### src/rtl/life_board_ctrl.sv
// Game of Life board sequencer: registered board, per-cell next-state logic,
// row loader with valid/ready, single-step and free-running timed updates.

module cell8 (
  input  logic       alive,
  input  logic [7:0] nbrs,
  output logic       next_alive
);
  logic [3:0] cnt;

  always_comb begin
    cnt = '0;
    for (int i = 0; i < 8; i++) cnt = cnt + 4'(nbrs[i]);
    next_alive = (cnt == 4'd3) || (alive && (cnt == 4'd2));
  end
endmodule

module life_board_ctrl #(
  parameter int unsigned ROWS     = 8,
  parameter int unsigned COLS     = 8,
  parameter int unsigned PERIOD_W = 24,
  parameter int unsigned GEN_W    = 16
) (
  input  logic                   clk,
  input  logic                   rst,
  input  logic                   clear,
  input  logic                   cmd_load,
  input  logic                   load_row_valid,
  output logic                   load_row_ready,
  input  logic [COLS-1:0]        load_row_data,
  input  logic                   step,
  input  logic                   run_en,
  input  logic [PERIOD_W-1:0]    period,
  output logic [ROWS*COLS-1:0]   cells,
  output logic [GEN_W-1:0]       generation,
  output logic                   running,
  output logic                   stable,
  output logic                   update_strobe
);
  localparam int unsigned N     = ROWS * COLS;
  localparam int unsigned IDX_W = (ROWS > 1) ? $clog2(ROWS) : 1;

  typedef enum logic [1:0] {IDLE, LOAD, RUN} state_t;

  state_t                state;
  logic [IDX_W-1:0]      row_idx;
  logic [PERIOD_W-1:0]   timer;
  logic                  step_req;
  logic [N-1:0]          next_cells;
  logic [ROWS+1:0][COLS+1:0] pad;
  logic [PERIOD_W-1:0]   period_last_c;
  logic                  do_update_c;

  // Board surrounded by a ring of dead cells so edge cells see zeros outside.
  always_comb begin
    pad = '0;
    for (int r = 0; r < ROWS; r++)
      for (int c = 0; c < COLS; c++)
        pad[r+1][c+1] = cells[r*COLS+c];
  end

  for (genvar r = 0; r < ROWS; r++) begin : g_row
    for (genvar c = 0; c < COLS; c++) begin : g_col
      cell8 u_cell (
        .alive      (pad[r+1][c+1]),
        .nbrs       ({pad[r][c],   pad[r][c+1],   pad[r][c+2],
                      pad[r+1][c],                pad[r+1][c+2],
                      pad[r+2][c], pad[r+2][c+1], pad[r+2][c+2]}),
        .next_alive (next_cells[r*COLS+c])
      );
    end
  end

  // A period of 0 behaves like 1: compare against 0 so every cycle fires.
  assign period_last_c = (period == '0) ? '0 : period - PERIOD_W'(1);

  assign do_update_c = !clear &&
                       (((state == IDLE) && step_req) ||
                        ((state == RUN) && run_en && (timer == period_last_c)));

  always_ff @(posedge clk or negedge rst) begin
    if (!rst) begin
      state          <= IDLE;
      cells          <= '0;
      generation     <= '0;
      row_idx        <= '0;
      timer          <= '0;
      step_req       <= 1'b0;
      running        <= 1'b0;
      stable         <= 1'b0;
      update_strobe  <= 1'b0;
      load_row_ready <= 1'b0;
    end else if (clear) begin
      state          <= IDLE;
      cells          <= '0;
      generation     <= '0;
      row_idx        <= '0;
      timer          <= '0;
      step_req       <= 1'b0;
      running        <= 1'b0;
      stable         <= 1'b0;
      update_strobe  <= 1'b0;
      load_row_ready <= 1'b0;
    end else begin
      update_strobe <= do_update_c;
      step_req      <= 1'b0;
      if (do_update_c) begin
        cells      <= next_cells;
        generation <= generation + GEN_W'(1);
        stable     <= (next_cells == cells);
      end
      unique case (state)
        IDLE: begin
          if (cmd_load) begin
            state          <= LOAD;
            row_idx        <= '0;
            load_row_ready <= 1'b1;
          end else if (step) begin
            step_req <= 1'b1;
          end else if (run_en) begin
            state   <= RUN;
            timer   <= '0;
            running <= 1'b1;
          end
        end
        LOAD: begin
          if (load_row_valid) begin
            cells[32'(row_idx)*COLS +: COLS] <= load_row_data;
            if (row_idx == IDX_W'(ROWS - 1)) begin
              state          <= IDLE;
              generation     <= '0;
              stable         <= 1'b0;
              row_idx        <= '0;
              load_row_ready <= 1'b0;
            end else begin
              row_idx <= row_idx + IDX_W'(1);
            end
          end
        end
        RUN: begin
          if (!run_en) begin
            state   <= IDLE;
            timer   <= '0;
            running <= 1'b0;
          end else if (timer == period_last_c) begin
            timer <= '0;
          end else begin
            timer <= timer + PERIOD_W'(1);
          end
        end
        default: state <= IDLE;
      endcase
    end
  end
endmodule

### config.mk
export PLATFORM = sky130hd
export DESIGN_NAME = life_board_ctrl
export DESIGN_NICKNAME = d
export VERILOG_FILES = /design/src/rtl/life_board_ctrl.sv
export SDC_FILE = /design/constraint.sdc
export NUM_CORES = 1
export LEC_CHECK = 0
export BUFFER_PORTS_ARGS = -buffer_cell sky130_fd_sc_hd__buf_4
export CORE_MARGIN = 2
export CORE_UTILIZATION = 45
export CTS_CLUSTER_SIZE = 40
export DETAILED_ROUTE_END_ITERATION = 12
export PLACE_DENSITY = 0.72
export SLEW_MARGIN = 20
export SYNTH_ARGS = -nofsm -noshare
export SYNTH_HDL_FRONTEND = slang
export SYNTH_SLANG_ARGS = --single-unit
### constraint.sdc
create_clock -name clk -period 8.7 [get_ports clk]
set_input_delay 1.74 -clock clk [delete_from_list [all_inputs] [get_ports clk]]
set_output_delay 1.74 -clock clk [all_outputs]
set_load 0.1 [all_outputs]
==> results of run 1 <==
routing by layer:
metal | wire (microns) | up-vias | GRT usage
met1 | 21600 | 7403 | 0.378
met4 | 2680 | 0 | 0.133
met2 | 24300 | 822 | 0.446
li1 | - | 6510 | -
met3 | 5370 | 195 | 0.0618
met5 | 0 | - | 0
placed cells by master, fill, tap and decap left out, types with 61 or more instances in the layout:
| master | instances |
|---|---|
| inv_1 | 372 |
| fa_1 | 196 |
| ha_1 | 168 |
| buf_4 | 132 |
| nor2_1 | 128 |
| a21oi_1 | 123 |
| dfrtp_1 | 114 |
| nand2_1 | 100 |
| nand3_1 | 92 |
| nand2b_1 | 61 |
power by group through the flow:
stage / logic, uW / clock network [uW] / registers (uW)
6_report: 218 / 737 / 548
5_1_grt: 236 / 761 / 549
4_1_cts: 215 / 738 / 548
3_5_place_dp: 214 / 0 / 557
3_3_place_gp: 211 / 0 / 557
2_1_floorplan: 129 / 0 / 560
stage by stage:
| step | util | setup slack (ps) | total power, uW |
|---|---|---|---|
| CTS | 0.497 | 2240 | 1500 |
| finish | 0.497 | 2180 | 1500 |
| floorplan | - | 3640 | 689 |
| detailed placement | 0.480 | 1800 | 771 |
| global placement | 0.480 | 1840 | 768 |
| global route | 0.497 | 1730 | 1550 |
logic make-up (layout without fill, tap and decap cells):
| family | after synthesis | in the layout | synth area share |
|---|---|---|---|
| mux | 14 | 14 | 0.00847 |
| simple gates | 566 | 566 | 0.178 |
| compound gates | 344 | 344 | 0.135 |
| flops | 114 | 114 | 0.171 |
| buf+inv | 496 | 538 | 0.127 |
| xor+xnor | 35 | 35 | 0.0192 |
| fa+ha+maj | 364 | 364 | 0.361 |
worst reg2reg max path, stage by stage, from the launching register on:
cell and delay [ps]:
dfrtp_1 660, inv_1 420, fa_1 580, fa_1 490, inv_1 50, fa_1 390
inv_1 90, fa_1 410, a21oi_1 440, o22ai_1 200, or4_1 570, or4_1 530
a2111oi_0 520, nand4_1 300, a21oi_1 230
worst max-delay path by stage:
stage	start	to	slack, ps
finish	period[6]	cells[57]$_DFF_PN0_	2180
global route	period[6]	cells[57]$_DFF_PN0_	1730
CTS	period[6]	cells[57]$_DFF_PN0_	2240
detailed placement	period[6]	cells[57]$_DFF_PN0_	1800
global placement	period[6]	cells[57]$_DFF_PN0_	1840
floorplan	period[6]	generation[13]$_DFF_PN0_	3640
registers in the layout, summed over array words and instances, names as in the netlist:
signal and flops:
update_strobe 1, running 1, timer 24, row_idx 3, stable 1, step_req 1
generation 16, state 2, load_row_ready 1, cells 64
layout make-up:
cell class              count  area [sq um]  share of cell area
flip-flops and latches    114          2850               0.157
inverters                 374          1400              0.0772
well taps                 468           586              0.0322
repair buffers            132           991              0.0545
clock buffers              20           447              0.0246
clock inverters            12           158             0.00867
multi-input cells        1323         11800               0.646
synthesized netlist by cell type, drive strengths merged (7+ instances only):
cell | count | area share
a2111oi | 21 | 0.011
a211oi | 7 | 0.0031
a21o | 13 | 0.0058
a21oi | 123 | 0.037
a22o | 13 | 0.0068
a31oi | 22 | 0.0082
and3 | 24 | 0.0090
buf | 77 | 0.033
clkbuf | 45 | 0.010
dfrtp | 114 | 0.17
fa | 196 | 0.23
ha | 168 | 0.13
inv | 373 | 0.084
mux2i | 13 | 0.0078
nand2 | 100 | 0.022
nand2b | 61 | 0.023
nand3 | 92 | 0.028
nand4 | 28 | 0.010
nor2 | 128 | 0.029
nor2b | 17 | 0.0064
nor3 | 28 | 0.0084
nor3b | 12 | 0.0054
nor4 | 23 | 0.012
o21ai | 30 | 0.0090
o22ai | 14 | 0.0052
o31ai | 49 | 0.022
or3 | 9 | 0.0034
or4 | 14 | 0.0065
xnor2 | 23 | 0.012
xor2 | 11 | 0.0058
==> flow_metrics.tcl, run 1 <==
set metrics [dict create \
    outcome "finished clean" \
    cell_internal_pwr_uw 1060 \
    avgViaCountPerCell 6.11 \
    ys_ff_latch 114 \
    grt_pass1_vias 14800 \
    synth-edff-count 0 \
    drt_first_pass_iters 6 \
    post-route-min-period_ps 6520 \
    drive_gt1_frac 0.0937 \
    synth_area_sq_um 16700 \
    worstHoldPathCells 2 \
    path_delay_family "simple AND/OR/NAND/NOR gates" \
    irDropWorstVdd_mv 0.127 \
    crit_chain "buf_4, or4_1, nor4_4, and3_1, o32ai_1, or4_1, nor4b_2, a31oi_4, buf_4, inv_2, buf_4, nor3_1, a2111oi_0" \
    regToRegSetupSlack_ps 2750 \
    synth_nets 2336 \
    netSwitchingFraction 0.295 \
    critPathLaunchType "primary input" \
    std_cell_rows 70 \
    cts_buffers 17 \
    required_ps 9000 \
    gp_congestion 0.961 \
    antenna_cells 0 \
    crit_slowest_cell "inv_2" \
    ys_seq_area_frac 0.171 \
    final_area_sq_um 18200 \
    worst_hold_slack_ps 487 \
    seqPwrFrac 0.364 \
    antenna_left 0 \
    end_kind "register" \
    clock-sinks 114 \
    p_clk_frac 0.491 \
    dp_hpwl_microns 42400 \
    die-area_sq_um 38700 \
    netlist-cell-type-count 74 \
    grt_use_total 0.285 \
    reg2reg_to "stable$_DFF_PN0_" \
    fin_skew_ps 12.9 \
    critPathMaxStageDelay_ps 820 \
    portBuffers 122 \
    ff2ff_path_depth 14 \
    grt_pass1_wl_microns 84300 \
    cts_root_buf "clkbuf_16" \
    combPwrFrac 0.145 \
    final_cells 2443 \
    synth.avg_cell_area_sq_um 8.64 \
    worstHoldPathType "reg -> reg" \
    arrival_ps 6820 \
    maxCapViolCount 0 \
    nets 2365 \
    num_vias 14900 \
    path_common_cell "buf_4" \
    cts_resized 0 \
    clkSlewWorstSetupHoldPaths_ps 60 \
    post-route-period-util 0.750 \
    finalHoldViolCount 0 \
    io_pins 123 \
    ys.flop_type "dfrtp_1" \
    dieHeight_microns 197 \
    worstHoldStart "load_row_ready$_DFFE_PN0P_" \
    start_util 0.456 \
    fmax_mhz 153 \
    setup_tns_ps 0 \
    post_dp_cell_area_sq_um 17600 \
    ctsHoldBuffers 0 \
    crit_cells 13 \
    setup-violations-final 0 \
    drc 0 \
    clk_latency_ps 430 \
    cp_max_fo 69 \
    max_slew_margin 0.213 \
    min_to "load_row_ready$_DFFE_PN0P_" \
    grt_setup_unrepaired "no" \
    wl_microns 54000 \
    synthCells 1933 \
    area_growth_pct 8.91 \
    max-clock-path-buffers 2 \
    p_sw_uw 444 \
    die_w_microns 197 \
    post_cts_buffers 0 \
    grt_max_degree 70 \
    antenna_found_initial 0 \
    cts_tree "yes" \
    finalMaxSlewViolations 0 \
    async_flop_share 1.00 \
    crit_buf_inv 4 \
    first_iter_violations 1455 \
    r2r-start "cells[36]$_DFF_PN0_" \
    powerDensity_nw_per_um2 82.6 \
    fillCellCount 3424 \
    place_inst 2411 \
    ys_warn_count 0 \
    wl_per_cell_microns 22.1 \
    crit_type "in -> reg" \
    htree_levels 4 \
    worst_pin_slew_ps 1160 \
    p_leak_uw 0.00906 \
    grt_overflow 0 \
    core_sq_um 36600 \
]
(Power assumes the default switching activity.)
==> run 2: changes to the inputs <==
Settings changed: PLACE_DENSITY 0.72 to 0.75.
Clock period 8.7 ns to 6 ns, I/O delays scaled along.
==> flow_metrics.tcl, run 2 (same netlist as run 1, synthesis figures left out) <==
set metrics [dict create \
    wl_per_cell_microns 22.3 \
    core_sq_um 36600 \
    finalHoldViolCount 0 \
    cell_internal_pwr_uw 1580 \
    cts_buffers 17 \
    area_growth_pct 11.1 \
    post-route-min-period_ps 5440 \
    dieHeight_microns 197 \
    die-area_sq_um 38700 \
    die_w_microns 197 \
    required_ps 6350 \
    cts_tree "yes" \
    combPwrFrac 0.144 \
    avgViaCountPerCell 6.04 \
    grt_overflow 0 \
    drc 0 \
    grt_pass1_vias 15300 \
    p_sw_uw 673 \
    std_cell_rows 70 \
    layout_common_cells "inv_1, fa_1, buf_4" \
    grt_pass1_wl_microns 86300 \
    htree_levels 4 \
    fillCellCount 3389 \
    fin_skew_ps 13.5 \
    irDropWorstVdd_mv 0.215 \
    dp_hpwl_microns 43500 \
    clkSlewWorstSetupHoldPaths_ps 60 \
    top_register "cells" \
    cp_max_fo 7 \
    p_leak_uw 0.00930 \
    max-clock-path-buffers 2 \
    io_pins 123 \
    antenna_left 0 \
    seqCellArea_sq_um 2850 \
    post-route-period-util 0.907 \
    num_vias 15000 \
    worst_pin_slew_ps 889 \
    arrival_ps 5790 \
    fmax_mhz 184 \
    fin_util 0.507 \
    setup-violations-final 0 \
    setup_ws_ps 559 \
    layout_commonest_cell "inv_1" \
    largestRegisters "cells: 64 flops, timer: 24 flops, generation: 16 flops" \
    maxCapViolCount 0 \
    worstHoldPathType "reg -> reg" \
    setup_tns_ps 0 \
    antenna_cells 0 \
    place_ws_ps 539 \
    drt_first_pass_iters 5 \
    critPathLaunchType "register" \
    max_slew_margin 0.405 \
    portBuffers 122 \
    multi_input_area_sq_um 11800 \
    seqPwrFrac 0.351 \
    cts_root_buf "clkbuf_16" \
    clk_latency_ps 440 \
    largest_reg_flops 64 \
    crit_type "reg -> reg" \
    first_iter_violations 1434 \
    end_kind "register" \
    antenna_found_initial 0 \
    start_util 0.456 \
    nets 2407 \
    grt_max_degree 74 \
    clock-sinks 114 \
    grt_setup_unrepaired "no" \
    cts_resized 0 \
    drive_gt1_frac 0.114 \
    outcome "finished clean" \
    wl_microns 55500 \
    p_clk_frac 0.505 \
    post_cts_buffers 0 \
    gp_congestion 0.973 \
    finalMaxSlewViolations 0 \
    ctsHoldBuffers 0 \
    netSwitchingFraction 0.298 \
    grt_use_total 0.291 \
    powerDensity_nw_per_um2 122 \
]
[run 2: layer usage]
| metal | vias up | GRT usage | wire length (microns) |
|---|---|---|---|
| met5 | - | 0 | 0 |
| met4 | 0 | 0.136 | 2930 |
| met3 | 179 | 0.0714 | 5750 |
| met2 | 839 | 0.460 | 25000 |
| met1 | 7400 | 0.377 | 21900 |
| li1 | 6581 | - | - |
[run 2: path summary, 6_finish.rpt]
| check | start | endpoint | slack [ps] | depth (start not counted) |
|---|---|---|---|---|
| worst max-delay path | cells[28]$_DFF_PN0_ | stable$_DFF_PN0_ | 560 | 17 |
| worst min-delay path | load_row_ready$_DFFE_PN0P_ | load_row_ready$_DFFE_PN0P_ | 500 | 2 |
| worst max register to register | cells[28]$_DFF_PN0_ | stable$_DFF_PN0_ | 560 | 17 |
| worst min register to register | load_row_ready$_DFFE_PN0P_ | load_row_ready$_DFFE_PN0P_ | 500 | 2 |
| max in group asynchronous | rst | cells[43]$_DFF_PN0_ | 4030 | 2 |
| min in group asynchronous | rst | generation[5]$_DFF_PN0_ | 820 | 1 |
[run 2: worst max-delay path, stage by stage, from the launching register on]
cell and delay [ps]:
dfrtp_1 590, ha_1 320, inv_1 70, fa_1 430, fa_1 450, inv_1 80
fa_1 200, inv_1 60, fa_1 380, a2111oi_0 330, a21oi_1 80, nor2_1 240
o22ai_1 140, or4_1 470, or4_1 520, a2111oi_0 500, nand4_1 300, a21oi_1 200
[run 2: layout make-up]
type                    instances  share of cell area
multi-input cells            1323               0.633
flip-flops and latches        114               0.154
inverters                     374              0.0756
repair buffers                174              0.0713
well taps                     468              0.0316
clock buffers                  18              0.0237
clock inverters                14              0.0110
[run 2: per-stage QoR]
stage / std cells / instance area, sq um / total power (uW) / hold slack (ps)
after floorplan: 1933 / 16700 / 999 / 500
after global placement: 2453 / 17900 / 1120 / 488
after detailed placement: 2453 / 17900 / 1120 / 498
after CTS: 2485 / 18600 / 2250 / 511
after global routing: 2485 / 18600 / 2310 / 531
final: 2485 / 18600 / 2260 / 504
[run 2: power groups by stage]
stage                     Combinational (uW)  Clock, uW  Sequential, uW
after CTS                                320       1130             791
after global routing                     348       1170             793
after detailed placement                 318          0             805
final                                    325       1140             791
after global placement                   313          0             805
after floorplan                          187          0             812
